[config.mk]
export PLATFORM = sky130hd
export DESIGN_NAME = z80_prefix_seq
export DESIGN_NICKNAME = d
export VERILOG_FILES = /design/src/rtl/z80_pfx_pkg.sv /design/src/rtl/z80_r_reg.sv /design/src/rtl/z80_prefix_seq.sv
export SDC_FILE = /design/constraint.sdc
export NUM_CORES = 1
export LEC_CHECK = 0
export BUFFER_PORTS_ARGS = -buffer_cell sky130_fd_sc_hd__buf_2
export CORE_MARGIN = 2
export CORE_UTILIZATION = 38
export CTS_BUF_LIST = sky130_fd_sc_hd__clkbuf_4 sky130_fd_sc_hd__clkbuf_8 sky130_fd_sc_hd__clkbuf_16
export CTS_CLUSTER_DIAMETER = 40
export DETAILED_ROUTE_END_ITERATION = 16
export PLACE_DENSITY = 0.6
export SLEW_MARGIN = 30
export SYNTH_ARGS = -nofsm -noshare
export SYNTH_HDL_FRONTEND = slang
export SYNTH_HIERARCHICAL = 1
export SYNTH_SLANG_ARGS = --single-unit
[constraint.sdc]
create_clock -name clk -period 1.9 [get_ports clk]
set_input_delay 0.38 -clock clk [delete_from_list [all_inputs] [get_ports clk]]
set_output_delay 0.38 -clock clk [all_outputs]
set_load 0.1 [all_outputs]
[src/rtl/z80_pfx_pkg.sv]
// Shared definitions for the Z80 opcode-prefix sequencer: FSM states, page and
// index encodings, prefix byte values and the H/L/(HL) usage classifier.
package z80_pfx_pkg;

    typedef enum logic [2:0] {
        ST_MAIN   = 3'd0,
        ST_IDX    = 3'd1,
        ST_CB     = 3'd2,
        ST_ED     = 3'd3,
        ST_XCB_D  = 3'd4,
        ST_XCB_OP = 3'd5
    } pfx_state_t;

    localparam logic [1:0] PAGE_MAIN = 2'b00;
    localparam logic [1:0] PAGE_CB   = 2'b01;
    localparam logic [1:0] PAGE_ED   = 2'b10;
    localparam logic [1:0] PAGE_XCB  = 2'b11;

    localparam logic [1:0] IDX_HL = 2'b00;
    localparam logic [1:0] IDX_IX = 2'b01;
    localparam logic [1:0] IDX_IY = 2'b10;

    localparam logic [7:0] PFX_CB = 8'hCB;
    localparam logic [7:0] PFX_DD = 8'hDD;
    localparam logic [7:0] PFX_ED = 8'hED;
    localparam logic [7:0] PFX_FD = 8'hFD;

    // True for main-page opcodes whose operands include H, L or (HL), i.e. the
    // ones an index prefix actually redirects to IX/IY.
    function automatic logic uses_hl(input logic [7:0] b);
        logic [1:0] x;
        logic [2:0] y;
        logic [2:0] z;
        logic       hl_y;
        logic       hl_z;
        x    = b[7:6];
        y    = b[5:3];
        z    = b[2:0];
        hl_y = (y == 3'd4) || (y == 3'd5) || (y == 3'd6);
        hl_z = (z == 3'd4) || (z == 3'd5) || (z == 3'd6);
        uses_hl = 1'b0;
        case (x)
            2'd0: begin
                case (z)
                    // LD HL,nn / ADD HL,rp / LD (nn),HL / LD HL,(nn) / INC,DEC HL
                    3'd1:    uses_hl = (b[5:4] == 2'd2) || b[3];
                    3'd2:    uses_hl = (b[5:4] == 2'd2);
                    3'd3:    uses_hl = (b[5:4] == 2'd2);
                    // INC r / DEC r / LD r,n with r in H, L, (HL)
                    3'd4:    uses_hl = hl_y;
                    3'd5:    uses_hl = hl_y;
                    3'd6:    uses_hl = hl_y;
                    default: uses_hl = 1'b0;
                endcase
            end
            // LD r,r' except HALT
            2'd1:    uses_hl = (b != 8'h76) && (hl_y || hl_z);
            // ALU A,r
            2'd2:    uses_hl = hl_z;
            // POP HL, EX (SP),HL, PUSH HL, JP (HL), LD SP,HL
            default: uses_hl = (b == 8'hE1) || (b == 8'hE3) || (b == 8'hE5) ||
                               (b == 8'hE9) || (b == 8'hF9);
        endcase
    endfunction

endpackage

[src/rtl/z80_r_reg.sv]
// Z80 refresh register: loadable, low R_BITS bits count up and wrap while the
// bits above them are preserved.
module z80_r_reg #(
    parameter int R_BITS = 7
) (
    input  logic       clk,
    input  logic       reset_n,
    input  logic       inc,
    input  logic       ld,
    input  logic [7:0] din,
    output logic [7:0] r_out
);

    // Computed in 9 bits so R_BITS=8 yields an all-ones mask.
    localparam logic [8:0] MASK9    = (9'd1 << R_BITS) - 9'd1;
    localparam logic [7:0] LOW_MASK = MASK9[7:0];

    logic [7:0] r_r;
    logic [7:0] w_r_inc;

    assign w_r_inc = (r_r & ~LOW_MASK) | ((r_r + 8'd1) & LOW_MASK);
    assign r_out   = r_r;

    // Load has priority over the M1 increment.
    always_ff @(posedge clk or negedge reset_n) begin
        if (!reset_n) begin
            r_r <= 8'h00;
        end else if (ld) begin
            r_r <= din;
        end else if (inc) begin
            r_r <= w_r_inc;
        end
    end

endmodule

[src/rtl/z80_prefix_seq.sv]
// Z80 opcode-prefix sequencer. Follows CB/ED/DD/FD chains between the M1
// fetch path and the decoder, emits the final opcode with its page and index
// selection, and keeps the R register.
// Optional build macro Z80_PFX_STATS_EN adds a saturating count of discarded
// index prefixes (pfx_drop_cnt) with a synchronous clear (pfx_drop_clr).
//
// Handshake: fetch_valid qualifies fetch_byte for exactly one cycle; there is
// no backpressure. op_valid / disp_valid are single-cycle pulses one clock
// after the accepting fetch; every other output is a held register.
module z80_prefix_seq
    import z80_pfx_pkg::*;
#(
    parameter int R_BITS    = 7,
    parameter int CHAIN_W   = 4,
    parameter int MODE_8080 = 0
) (
    input  logic               clk,
    input  logic               reset_n,
    input  logic               fetch_valid,
    input  logic [7:0]         fetch_byte,
    input  logic               r_ld,
    input  logic [7:0]         r_din,
`ifdef Z80_PFX_STATS_EN
    input  logic               pfx_drop_clr,
    output logic [15:0]        pfx_drop_cnt,
`endif
    output logic               op_valid,
    output logic [7:0]         op_byte,
    output logic [1:0]         page,
    output logic [1:0]         idx_sel,
    output logic               idx_ignored,
    output logic               disp_valid,
    output logic [7:0]         disp,
    output logic [CHAIN_W-1:0] chain_cnt,
    output logic [7:0]         r_out,
    output logic               int_block,
    output logic [2:0]         dbg_state
);

    localparam logic [CHAIN_W-1:0] CNT_MAX = '1;
    localparam logic [CHAIN_W-1:0] CNT_ONE = CHAIN_W'(1);

    pfx_state_t         r_state;
    logic               r_op_valid;
    logic [7:0]         r_op_byte;
    logic [1:0]         r_page;
    logic [1:0]         r_idx;
    logic               r_idx_ignored;
    logic               r_disp_valid;
    logic [7:0]         r_disp;
    logic [CHAIN_W-1:0] r_chain_cnt;
    logic               r_int_block;

    logic               w_is_idx_pfx;
    logic [1:0]         w_pfx_idx;
    logic [CHAIN_W-1:0] w_cnt_inc;
    logic               w_m1_state;
    logic               w_r_inc;

    assign w_is_idx_pfx = (fetch_byte == PFX_DD) || (fetch_byte == PFX_FD);
    assign w_pfx_idx    = (fetch_byte == PFX_DD) ? IDX_IX : IDX_IY;
    assign w_cnt_inc    = (r_chain_cnt == CNT_MAX) ? CNT_MAX : r_chain_cnt + CNT_ONE;

    // Only opcode fetches (M1) bump R; the DDCB/FDCB displacement and opcode
    // are ordinary memory reads.
    assign w_m1_state = (r_state == ST_MAIN) || (r_state == ST_IDX) ||
                        (r_state == ST_CB)   || (r_state == ST_ED);
    assign w_r_inc    = fetch_valid && (MODE_8080 == 0) && w_m1_state;

    z80_r_reg #(
        .R_BITS (R_BITS)
    ) u_r_reg (
        .clk     (clk),
        .reset_n (reset_n),
        .inc     (w_r_inc),
        .ld      (r_ld),
        .din     (r_din),
        .r_out   (r_out)
    );

    // Prefix-chain FSM with all decoder-facing outputs registered alongside it.
    always_ff @(posedge clk or negedge reset_n) begin
        if (!reset_n) begin
            r_state       <= ST_MAIN;
            r_op_valid    <= 1'b0;
            r_op_byte     <= 8'h00;
            r_page        <= PAGE_MAIN;
            r_idx         <= IDX_HL;
            r_idx_ignored <= 1'b0;
            r_disp_valid  <= 1'b0;
            r_disp        <= 8'h00;
            r_chain_cnt   <= '0;
            r_int_block   <= 1'b0;
        end else begin
            r_op_valid   <= 1'b0;
            r_disp_valid <= 1'b0;
            if (fetch_valid) begin
                if (MODE_8080 != 0) begin
                    // 8080 mode: every byte is a complete main-page opcode.
                    r_op_valid    <= 1'b1;
                    r_op_byte     <= fetch_byte;
                    r_page        <= PAGE_MAIN;
                    r_idx         <= IDX_HL;
                    r_idx_ignored <= 1'b0;
                    r_chain_cnt   <= '0;
                    r_state       <= ST_MAIN;
                    r_int_block   <= 1'b0;
                end else begin
                    case (r_state)
                        ST_MAIN: begin
                            // First byte of a new instruction: previous
                            // instruction's chain info is dropped here.
                            r_idx_ignored <= 1'b0;
                            r_idx         <= IDX_HL;
                            r_chain_cnt   <= '0;
                            if (fetch_byte == PFX_CB) begin
                                r_chain_cnt <= CNT_ONE;
                                r_state     <= ST_CB;
                                r_int_block <= 1'b1;
                            end else if (fetch_byte == PFX_ED) begin
                                r_chain_cnt <= CNT_ONE;
                                r_state     <= ST_ED;
                                r_int_block <= 1'b1;
                            end else if (w_is_idx_pfx) begin
                                r_idx       <= w_pfx_idx;
                                r_chain_cnt <= CNT_ONE;
                                r_state     <= ST_IDX;
                                r_int_block <= 1'b1;
                            end else begin
                                r_op_valid  <= 1'b1;
                                r_op_byte   <= fetch_byte;
                                r_page      <= PAGE_MAIN;
                                r_state     <= ST_MAIN;
                                r_int_block <= 1'b0;
                            end
                        end
                        ST_IDX: begin
                            if (w_is_idx_pfx) begin
                                // Last index prefix in a run wins.
                                r_idx       <= w_pfx_idx;
                                r_chain_cnt <= w_cnt_inc;
                                r_state     <= ST_IDX;
                                r_int_block <= 1'b1;
                            end else if (fetch_byte == PFX_ED) begin
                                // ED cancels any pending index prefix.
                                r_idx       <= IDX_HL;
                                r_chain_cnt <= w_cnt_inc;
                                r_state     <= ST_ED;
                                r_int_block <= 1'b1;
                            end else if (fetch_byte == PFX_CB) begin
                                r_chain_cnt <= w_cnt_inc;
                                r_state     <= ST_XCB_D;
                                r_int_block <= 1'b1;
                            end else begin
                                r_op_valid    <= 1'b1;
                                r_op_byte     <= fetch_byte;
                                r_page        <= PAGE_MAIN;
                                r_idx_ignored <= !uses_hl(fetch_byte);
                                r_state       <= ST_MAIN;
                                r_int_block   <= 1'b0;
                            end
                        end
                        ST_CB: begin
                            r_op_valid  <= 1'b1;
                            r_op_byte   <= fetch_byte;
                            r_page      <= PAGE_CB;
                            r_idx       <= IDX_HL;
                            r_state     <= ST_MAIN;
                            r_int_block <= 1'b0;
                        end
                        ST_ED: begin
                            r_op_valid  <= 1'b1;
                            r_op_byte   <= fetch_byte;
                            r_page      <= PAGE_ED;
                            r_idx       <= IDX_HL;
                            r_state     <= ST_MAIN;
                            r_int_block <= 1'b0;
                        end
                        ST_XCB_D: begin
                            r_disp       <= fetch_byte;
                            r_disp_valid <= 1'b1;
                            r_state      <= ST_XCB_OP;
                            r_int_block  <= 1'b1;
                        end
                        ST_XCB_OP: begin
                            r_op_valid  <= 1'b1;
                            r_op_byte   <= fetch_byte;
                            r_page      <= PAGE_XCB;
                            r_state     <= ST_MAIN;
                            r_int_block <= 1'b0;
                        end
                        default: begin
                            r_state     <= ST_MAIN;
                            r_int_block <= 1'b0;
                        end
                    endcase
                end
            end
        end
    end

`ifdef Z80_PFX_STATS_EN
    logic [15:0] r_drop_cnt;
    logic        w_drop_evt;

    // One discard per overridden index prefix, per index prefix cancelled by
    // ED, and per indexed instruction that never touches H/L/(HL).
    assign w_drop_evt = fetch_valid && (MODE_8080 == 0) && (r_state == ST_IDX) &&
                        (w_is_idx_pfx || (fetch_byte == PFX_ED) ||
                         ((fetch_byte != PFX_CB) && !uses_hl(fetch_byte)));

    // Saturating discard counter; clear has priority.
    always_ff @(posedge clk or negedge reset_n) begin
        if (!reset_n) begin
            r_drop_cnt <= 16'h0000;
        end else if (pfx_drop_clr) begin
            r_drop_cnt <= 16'h0000;
        end else if (w_drop_evt && (r_drop_cnt != 16'hFFFF)) begin
            r_drop_cnt <= r_drop_cnt + 16'd1;
        end
    end

    assign pfx_drop_cnt = r_drop_cnt;
`endif

    assign op_valid    = r_op_valid;
    assign op_byte     = r_op_byte;
    assign page        = r_page;
    assign idx_sel     = r_idx;
    assign idx_ignored = r_idx_ignored;
    assign disp_valid  = r_disp_valid;
    assign disp        = r_disp;
    assign chain_cnt   = r_chain_cnt;
    assign int_block   = r_int_block;
    assign dbg_state   = r_state;

endmodule
* Yosys cells after proc, flatten, opt, wreduce, memory -nomap -nowiden *
Cells that the tools add are included.

cells by class
  order comparisons = 0
  shift-type cells = 0
  multiply operators = 0
  reductions and logical operators = 34
  bitwise operators = 1
  add/sub/neg operators = 2
  div/mod/pow operators = 0
  multiplexer cells = 66
  equality and inequality tests = 36

operator list
  cell                 number
  $eq 8x8->1 const B   9
  $mux 8               8
  $mux 2               14
  $mux 1               27
  $eq 3x3->1 const B   8
  $pmux 8 s3           1
  $mux 4               4
  $reduce_and 8->1     2
  $logic_or 1x1->1     14
  $eq 3x2->1 const B   4
  $ne 2x2->1 const B   6
  $pmux 1 s3           4
  $pmux 2 s5           1
  $mux 3               3
  $pmux 3 s3           1
  $ne 8x7->1 const B   1
  $or 8x7->8           1
  $pmux 4 s2           1
  $add 7x1->7 const B  1
  $eq 3x1->1 const B   2
  $pmux 2 s3           1
  $reduce_and 3->1     2
  $reduce_bool 3->1    2
  $reduce_or 3->1      2
  16 further kinds     20

word-level totals
  input port bits = 20
  bits in registers = 39
  word-level logic and storage cells = 150
  memory bits (read-only) = 0
  output and inout port bits = 39
  RAM bits = 0
  latch bits = 0
  memories = 0

* Logic depth before layout (Yosys ltp) *
Gate-level depths: netlist (run 1).

  word-level depth = 16
  mapped depth = 7
  mapped depth without buffers = 5

* By module *
Netlist (run 1), hierarchy kept.

by module, submodules not included
  module          area an instance (sq um)  instances  cells each  seq. area each (sq um)
  z80_prefix_seq  1634.1                    1          146         775.7
  z80_r_reg       427.9                     1          44          200.2

* Worst setup path before layout (run 1) *
No wires, ideal clock.

  path kind = flip-flop to flip-flop
  start = register r_state[2] (netlist: dbg_state[2])
  end = register r_disp[0] (netlist: disp[0])
  period minus slack after synthesis = 2.267 ns
  setup time = 0.125 ns
  buffers on the path = 1
  stages on the path, launching flop included = 5
  required time = 1.775 ns
  arrival time = 2.142 ns
  setup slack = -0.367 ns
  cell sequence = dfrtp_1 > clkbuf_4 > nand2_1 > nor2_1 > mux2_2

on the way
  cells in the longest elaborated chain, start to end = 2

ends and longest elaborated chain
  item                               RTL line               RTL
  start: declaration                 z80_prefix_seq.sv:43   pfx_state_t r_state;
  start signal: assignment           z80_prefix_seq.sv:84   r_state <= ST_MAIN;
  start signal: assignment           z80_prefix_seq.sv:106  r_state <= ST_MAIN;
  start signal: assignment           z80_prefix_seq.sv:118  r_state <= ST_CB;
  $eq 3x3->1                         z80_prefix_seq.sv:109  case (r_state)
  $reduce_and 2->1 (no source line)  n/a
  end signal: assignment             z80_prefix_seq.sv:180  r_disp <= fetch_byte;
  end: declaration                   z80_prefix_seq.sv:50   logic [7:0] r_disp;

Every way passes these cells.
A chain may end at the register's enable or synchronous reset.

* Worst setup path after layout (run 1) *
  start = register r_state[2] (netlist: dbg_state[2])
  end = output dbg_state[2]

RTL lines
  item              RTL line              RTL
  end: declaration  z80_prefix_seq.sv:37  output logic [2:0] dbg_state

No word-level cell between the ends.

==> flow_summary.ini, run 1 <==
[status]
outcome = completed

[critical_path]
crit_required_ns = 1.52
worst_setup_path_end_kind = output port
path_buf_inv = 1
slowest_stage = dfrtp_2
reg2reg_slack_ns = 0.29
path_max_fanout = 12
slowest_delay_ns = 0.50
start_kind = flop
path_cells = buf_2
crit_arrival_ns = 1.27
crit_family = flip-flops
critPathKind = reg -> out

[drt]
drc = 0
drtPass1Iterations = 4
wl_mm = 4.68
viasPerCell = 5.13
wl_per_cell_um = 14.1
initialDrtViolationCount = 90
ant_nets = 0
dr_total_vias = 1707

[yosys]
synth_edf_count = 0
synth_cells = 190
synthArstFlopShare_pct = 100
synth-seq-cells = 39
synth_seq_area_share_pct = 47.3
ys.flop_type = dfrtp_1
yosysUniqueCellTypes = 54
syn-cell-area_um2 = 2060
syn_avg_cell_area_um2 = 10.9
synth_warnings = 6
synth_nets = 212

[layout]
n_antenna_cell = 0
area_growth_syn_to_layout_pct = 27.2
layout-drive-gt1-share_pct = 45.6
seqCellArea_um2 = 985
fin_area_um2 = 2620
nFillCells = 523
fin_nets = 284
multiInputGateArea_um2 = 1000
fin_cells = 333

[timing]
drv_slew = 0
final.setup_skew_ns = 0.00327
setup_tns_ns = 0
period_share_pct = 86.8
hold_viol = 0
min_period_ns = 1.65
worstMarginPinSlew_ns = 0.494
finalSetupViolations = 0
slew_headroom_pct = 67.3
rsz0062_at_grt = no
timing.fmax_ghz = 0.607

[cts]
root_buffer = clkbuf_8
cts_tree = built
post_cts.repair.setup_buffers = 0
clockBufferDepth = 2
worstSkewPairLatency_ns = 0.29
clock-sinks = 39
clk_pin_slew_ns = 0.07
htreeDepth = 2
tritoncts.num_buffers = 5
cts_resized = 0

[power]
switchingPower_mw = 0.815
p_sw_share_pct = 36.3
leakage_nw = 1.24
p_int_mw = 1.43
power_frac_comb_pct = 27.5
p_per_area_nw_per_um2 = 855
power_frac_seq_pct = 40.7
clkPwrFrac_pct = 31.8
p_total_mw = 2.24
ir_drop_mv = 0.493

[floorplan]
die-height_um = 77.7
start_util_pct = 39.9
die-area_um2 = 6030
design.core.area_um2 = 5170
die_x_um = 77.7
num_io_pins = 59
row_count = 26

[global_route]
grt_first_pass_wirelength_mm = 7.80
antenna_found_initial = 0
grt.total_usage_pct = 16.2
grt_overflow = 0
grt_pass1_vias = 1628
grt_max_degree = 18

[place]
place_hpwl_mm = 3.52
gp_congestion = 0.798
io_buffers = 58
placed_cells = 324
dpl_cell_area_um2 = 2500

[min_path]
hp-class = in -> reg

[run]
cap_violations = 0
-- layout make-up --
type / instances / share of cell area [%]
Sequential cell: 39 / 37.5
Timing Repair Buffer: 74 / 15.7
Clock inverter: 2 / 1.34
Multi-Input combinational cell: 137 / 38.2
Tap cell: 70 / 3.34
Inverter: 5 / 0.715
Clock buffer: 6 / 3.15
-- path summary, 6_finish.rpt --
check                                    startpoint                           end  cells past startpoint
max in group asynchronous                   reset_n      chain_cnt[0]$_DFFE_PN0P_                      3
max reg2reg                dbg_state[2]$_DFFE_PN0P_  u_r_reg/r_out[5]$_DFFE_PN0P_                      4
min in group asynchronous                   reset_n        op_byte[0]$_DFFE_PN0P_                      2
min                                        r_din[6]  u_r_reg/r_out[6]$_DFFE_PN0P_                      3
max                        dbg_state[2]$_DFFE_PN0P_                  dbg_state[2]                      1
min reg2reg                  op_byte[1]$_DFFE_PN0P_        op_byte[1]$_DFFE_PN0P_                      1
-- layer usage --
layer	vias up	share of wire (%)	global-route usage, %
li1	838	-	-
met1	817	47	22.7
met2	47	46	24.8
met3	5	5.4	4.07
met4	0	1.1	4.82
met5	-	0	0
-- cell families after synthesis --
group / synth area share, %
buffers and inverters: 4.61
muxes: 10.9
xor gates and xnor gates: 1.70
DFF: 47.3
and+or+nand+nor: 19.1
adders and majority gates: 1.21
AOI/OAI and AO/OA: 15.2
-- stage by stage --
stage | hold slack [ns] | worst slack, ns | util (%)
after detailed placement | 0.281 | 0.0257 | 48.3
final | 0.286 | 0.252 | 50.7
after global placement | 0.282 | 0.0659 | 48.3
after CTS | 0.281 | 0.246 | 50.7
after global routing | 0.294 | 0.179 | 50.7
after floorplan | 0.0844 | 0.0198 | -
-- cell usage after synthesis (2+ instances only) --
master	number	share of area (%)
dfrtp_1	39	47
nand2_1	22	4.0
o21ai_0	18	4.4
mux2_2	17	9.3
nand3_1	9	2.2
nor2_1	8	1.5
inv_1	5	0.91
a21oi_1	4	0.97
a31oi_1	3	0.91
buf_4	3	1.1
nand4_1	3	0.91
nor3b_1	3	1.1
xor2_1	3	1.3
a21o_1	2	0.73
buf_2	2	0.49
buf_6	2	1.1
ha_1	2	1.2
mux2_1	2	1.1
nand2b_1	2	0.61
nor2b_1	2	0.61
nor3_1	2	0.49
nor4b_1	2	0.85
o21a_1	2	0.73
o22ai_1	2	0.61
or4_1	2	0.73
-- layout by cell type, fill, tap and decap left out, types with 3 or more instances in the layout --
| cell type | instances |
|---|---|
| clkbuf_8 | 6 |
| xor2_1 | 3 |
| nand3_1 | 9 |
| buf_2 | 58 |
| inv_1 | 5 |
| dfrtp_2 | 7 |
| a21oi_1 | 4 |
| nor3b_1 | 3 |
| buf_4 | 15 |
| nand4_1 | 3 |
| dfrtp_1 | 32 |
| o21ai_0 | 18 |
| nor2_1 | 6 |
| nand2_1 | 22 |
| a31oi_1 | 3 |
| mux2_2 | 17 |
-- power groups by stage --
stage	logic (mW)	registers (mW)	clock network (mW)
finish	0.616	0.914	0.714
CTS	0.621	0.914	0.741
detailed placement	0.619	0.930	0
global placement	0.616	0.931	0
global route	0.647	0.924	0.778
floorplan	0.122	1.29	0
-- tightest hold or removal path, cell delays in order --
cell,delay [ns]
buf_2,0.07
nand2_1,0.04
nand3_1,0.05
-- timing repair --
action                                  in CTS  in global routing
hold buffers                                 1                  0
hold endpoints to repair                    10                  0
endpoints found under the setup margin       0                  0
-- flip-flops by register name, summed over array words and instances (netlist names) --
name           count
chain_cnt          4
dbg_state          3
disp               8
disp_valid         1
idx_ignored        1
idx_sel            2
int_block          1
op_byte            8
op_valid           1
page               2
u_r_reg/r_out      8
No activity file was read; power rests on OpenSTA's default activity.
==> run 2: changes to the inputs <==
--- a/config.mk
+++ b/config.mk
@@ -11,9 +11,8 @@
 export CTS_BUF_LIST = sky130_fd_sc_hd__clkbuf_4 sky130_fd_sc_hd__clkbuf_8 sky130_fd_sc_hd__clkbuf_16
 export CTS_CLUSTER_DIAMETER = 40
 export DETAILED_ROUTE_END_ITERATION = 16
-export PLACE_DENSITY = 0.6
+export PLACE_DENSITY = 0.61
 export SLEW_MARGIN = 30
 export SYNTH_ARGS = -nofsm -noshare
 export SYNTH_HDL_FRONTEND = slang
-export SYNTH_HIERARCHICAL = 1
 export SYNTH_SLANG_ARGS = --single-unit
==> constraint.sdc (replaced) <==
create_clock -name clk -period 1.6 [get_ports clk]
set_input_delay 0.32 -clock clk [delete_from_list [all_inputs] [get_ports clk]]
set_output_delay 0.32 -clock clk [all_outputs]
set_load 0.1 [all_outputs]
==> flow_summary.ini, run 2 <==
[critical_path]
slowest_stage = or4b_4
worst_setup_path_end_kind = flop
crit_required_ns = 1.78
path_max_fanout = 7
r2r-end = disp[3]$_DFFE_PN0P_
critPathKind = in -> reg
slowest_delay_ns = 0.55
path_cells = buf_6, or4b_4, o21ai_4, and2b_2, a21oi_4, buf_12, mux2_4
start_kind = input pin
r2r-start = dbg_state[1]$_DFFE_PN0P_
reg2reg_slack_ns = 0.05
rr_worst_depth = 5
crit_arrival_ns = 1.76

[layout]
fin_cells = 346
multiInputGateArea_um2 = 970
area_growth_syn_to_layout_pct = 41.0
layout-drive-gt1-share_pct = 47.8
nFillCells = 472
n_antenna_cell = 0
fin_nets = 297
layout_common_cells = 55 x buf_2, 30 x dfrtp_1, 27 x buf_4, 25 x nand2_1, 10 x o21ai_0
final_common_cell = buf_2
seqCellArea_um2 = 995

[drt]
drc = 0
ant_nets = 0
wl_per_cell_um = 14.6
dr_total_vias = 1720
initialDrtViolationCount = 53
drtPass1Iterations = 4
wl_mm = 5.05
viasPerCell = 4.97

[global_route]
grt_pass1_vias = 1698
grt_overflow = 0
grt_max_degree = 40
antenna_found_initial = 0
grt_first_pass_wirelength_mm = 8.45
grt.total_usage_pct = 18.3

[timing]
slew_headroom_pct = 67.0
finalSetupViolations = 0
drv_slew = 0
hold_slack_ns = 0.0661
hold_viol = 0
worstMarginPinSlew_ns = 0.495
period_share_pct = 99.1
min_period_ns = 1.59
final.setup_skew_ns = 0.00850
timing.fmax_ghz = 0.631
rsz0062_at_grt = no

[yosys]
yosysUniqueCellTypes = 41
ys.flop_type = dfrtp_1
synthTopCellsByCount = 39 x dfrtp_1, 25 x nand2_1, 12 x o21ai_0, 10 x nor2_1, 9 x mux2_2
synth-seq-cells = 39
synthArstFlopShare_pct = 100
synth_top_cell_by_area = dfrtp_1
syn-cell-area_um2 = 1980
synth_nets = 211
synth_cells = 189
synth_top_area_share_pct = 49.2
synth_warnings = 0
yosysMostFrequentCell = dfrtp_1
synthTopCellsByArea = dfrtp_1 49%, mux2_4 6.1%, mux2_2 5.1%
syn_avg_cell_area_um2 = 10.5
synth_edf_count = 0
synth_seq_area_share_pct = 49.2

[place]
gp_congestion = 0.773
place_hpwl_mm = 3.58
placed_cells = 334
io_buffers = 58

[cts]
tritoncts.num_buffers = 5
clock-sinks = 39
cts_tree = built
root_buffer = clkbuf_8
worstSkewPairLatency_ns = 0.30
clockBufferDepth = 2
htreeDepth = 2
clk_pin_slew_ns = 0.08

[run]
cap_violations = 0

[floorplan]
die-height_um = 76.2
die_x_um = 76.2
num_io_pins = 59
design.core.area_um2 = 5070
start_util_pct = 39.1
die-area_um2 = 5810
row_count = 26

[min_path]
hp-class = in -> async

[status]
outcome = completed
## run 2: routing by layer
metal,global-route usage [%],routed length [µm],vias to the layer above
li1,-,-,850
met1,25.6,2410,825
met2,26.9,2290,36
met3,5.09,233,9
met4,7.45,107,0
met5,0,0,-
## run 2: cell type report
cell class                 count  share of cell area (%)
sequential                    39                    35.6
multi-input combinational    133                    34.7
timing repair buffer          89                    21.5
tap                           70                    3.13
clock buffer                   6                    2.95
clock inverter                 2                    1.25
inverter                       7                   0.940
## run 2: cells by family (layout without fill, tap and decap cells)
logic type                 count (synthesis)  in the layout  synth area share (%)
DFF                                       39             39                  49.2
and+or+nand+nor                           64             64                  16.0
xor gates and xnor gates                   6              6                  2.65
AOI/OAI and AO/OA                         42             42                  14.6
muxes                                     19             19                  12.2
adders and majority gates                  2              2                  1.26
buffers and inverters                     17            104                  4.10
## run 2: worst max-delay path by stage
| stage | to | depth (start not counted) | slack [ns] | from |
|---|---|---|---|---|
| 2_1_floorplan | op_byte[0]$_DFFE_PN0P_ | 7 | -0.24 | fetch_byte[4] |
| 3_3_place_gp | op_byte[2]$_DFFE_PN0P_ | 6 | -0.23 | fetch_byte[4] |
| 3_5_place_dp | op_byte[5]$_DFFE_PN0P_ | 6 | -0.28 | fetch_byte[4] |
| 4_1_cts | op_byte[1]$_DFFE_PN0P_ | 7 | 0.01 | fetch_byte[4] |
| 5_1_grt | op_byte[7]$_DFFE_PN0P_ | 7 | 0.001 | fetch_byte[4] |
| 6_report | op_byte[5]$_DFFE_PN0P_ | 7 | 0.01 | fetch_byte[4] |
## run 2: critical path, delay by kind of cell
kind | cells | cell delay (ns)
and+or+nand+nor | 2 | 0.74
buffers and inverters | 2 | 0.25
muxes | 1 | 0.29
AOI/OAI and AO/OA | 2 | 0.15
## run 2: through the flow
| stage | utilization [%] | setup TNS, ns | setup slack, ns | area (µm²) |
|---|---|---|---|---|
| finish | 55.1 | 0 | 0.0143 | 2800 |
| detailed placement | 51.4 | -4.01 | -0.281 | 2610 |
| CTS | 54.3 | 0 | 0.0113 | 2750 |
| global placement | 51.4 | -3.33 | -0.235 | 2610 |
| floorplan | - | -3.55 | -0.239 | 2060 |
| global route | 55.1 | 0 | 0.00127 | 2800 |
## run 2: repair_timing
item	CTS	global route
hold buffers	0	0
setup buffers	2	2
resized for setup	1	6
pin swaps	0	2
endpoints found under the setup margin	4	19
Power of run 2 is not shown: default switching activity piles up to over one toggle a cycle in this logic, so the estimate is an artifact.
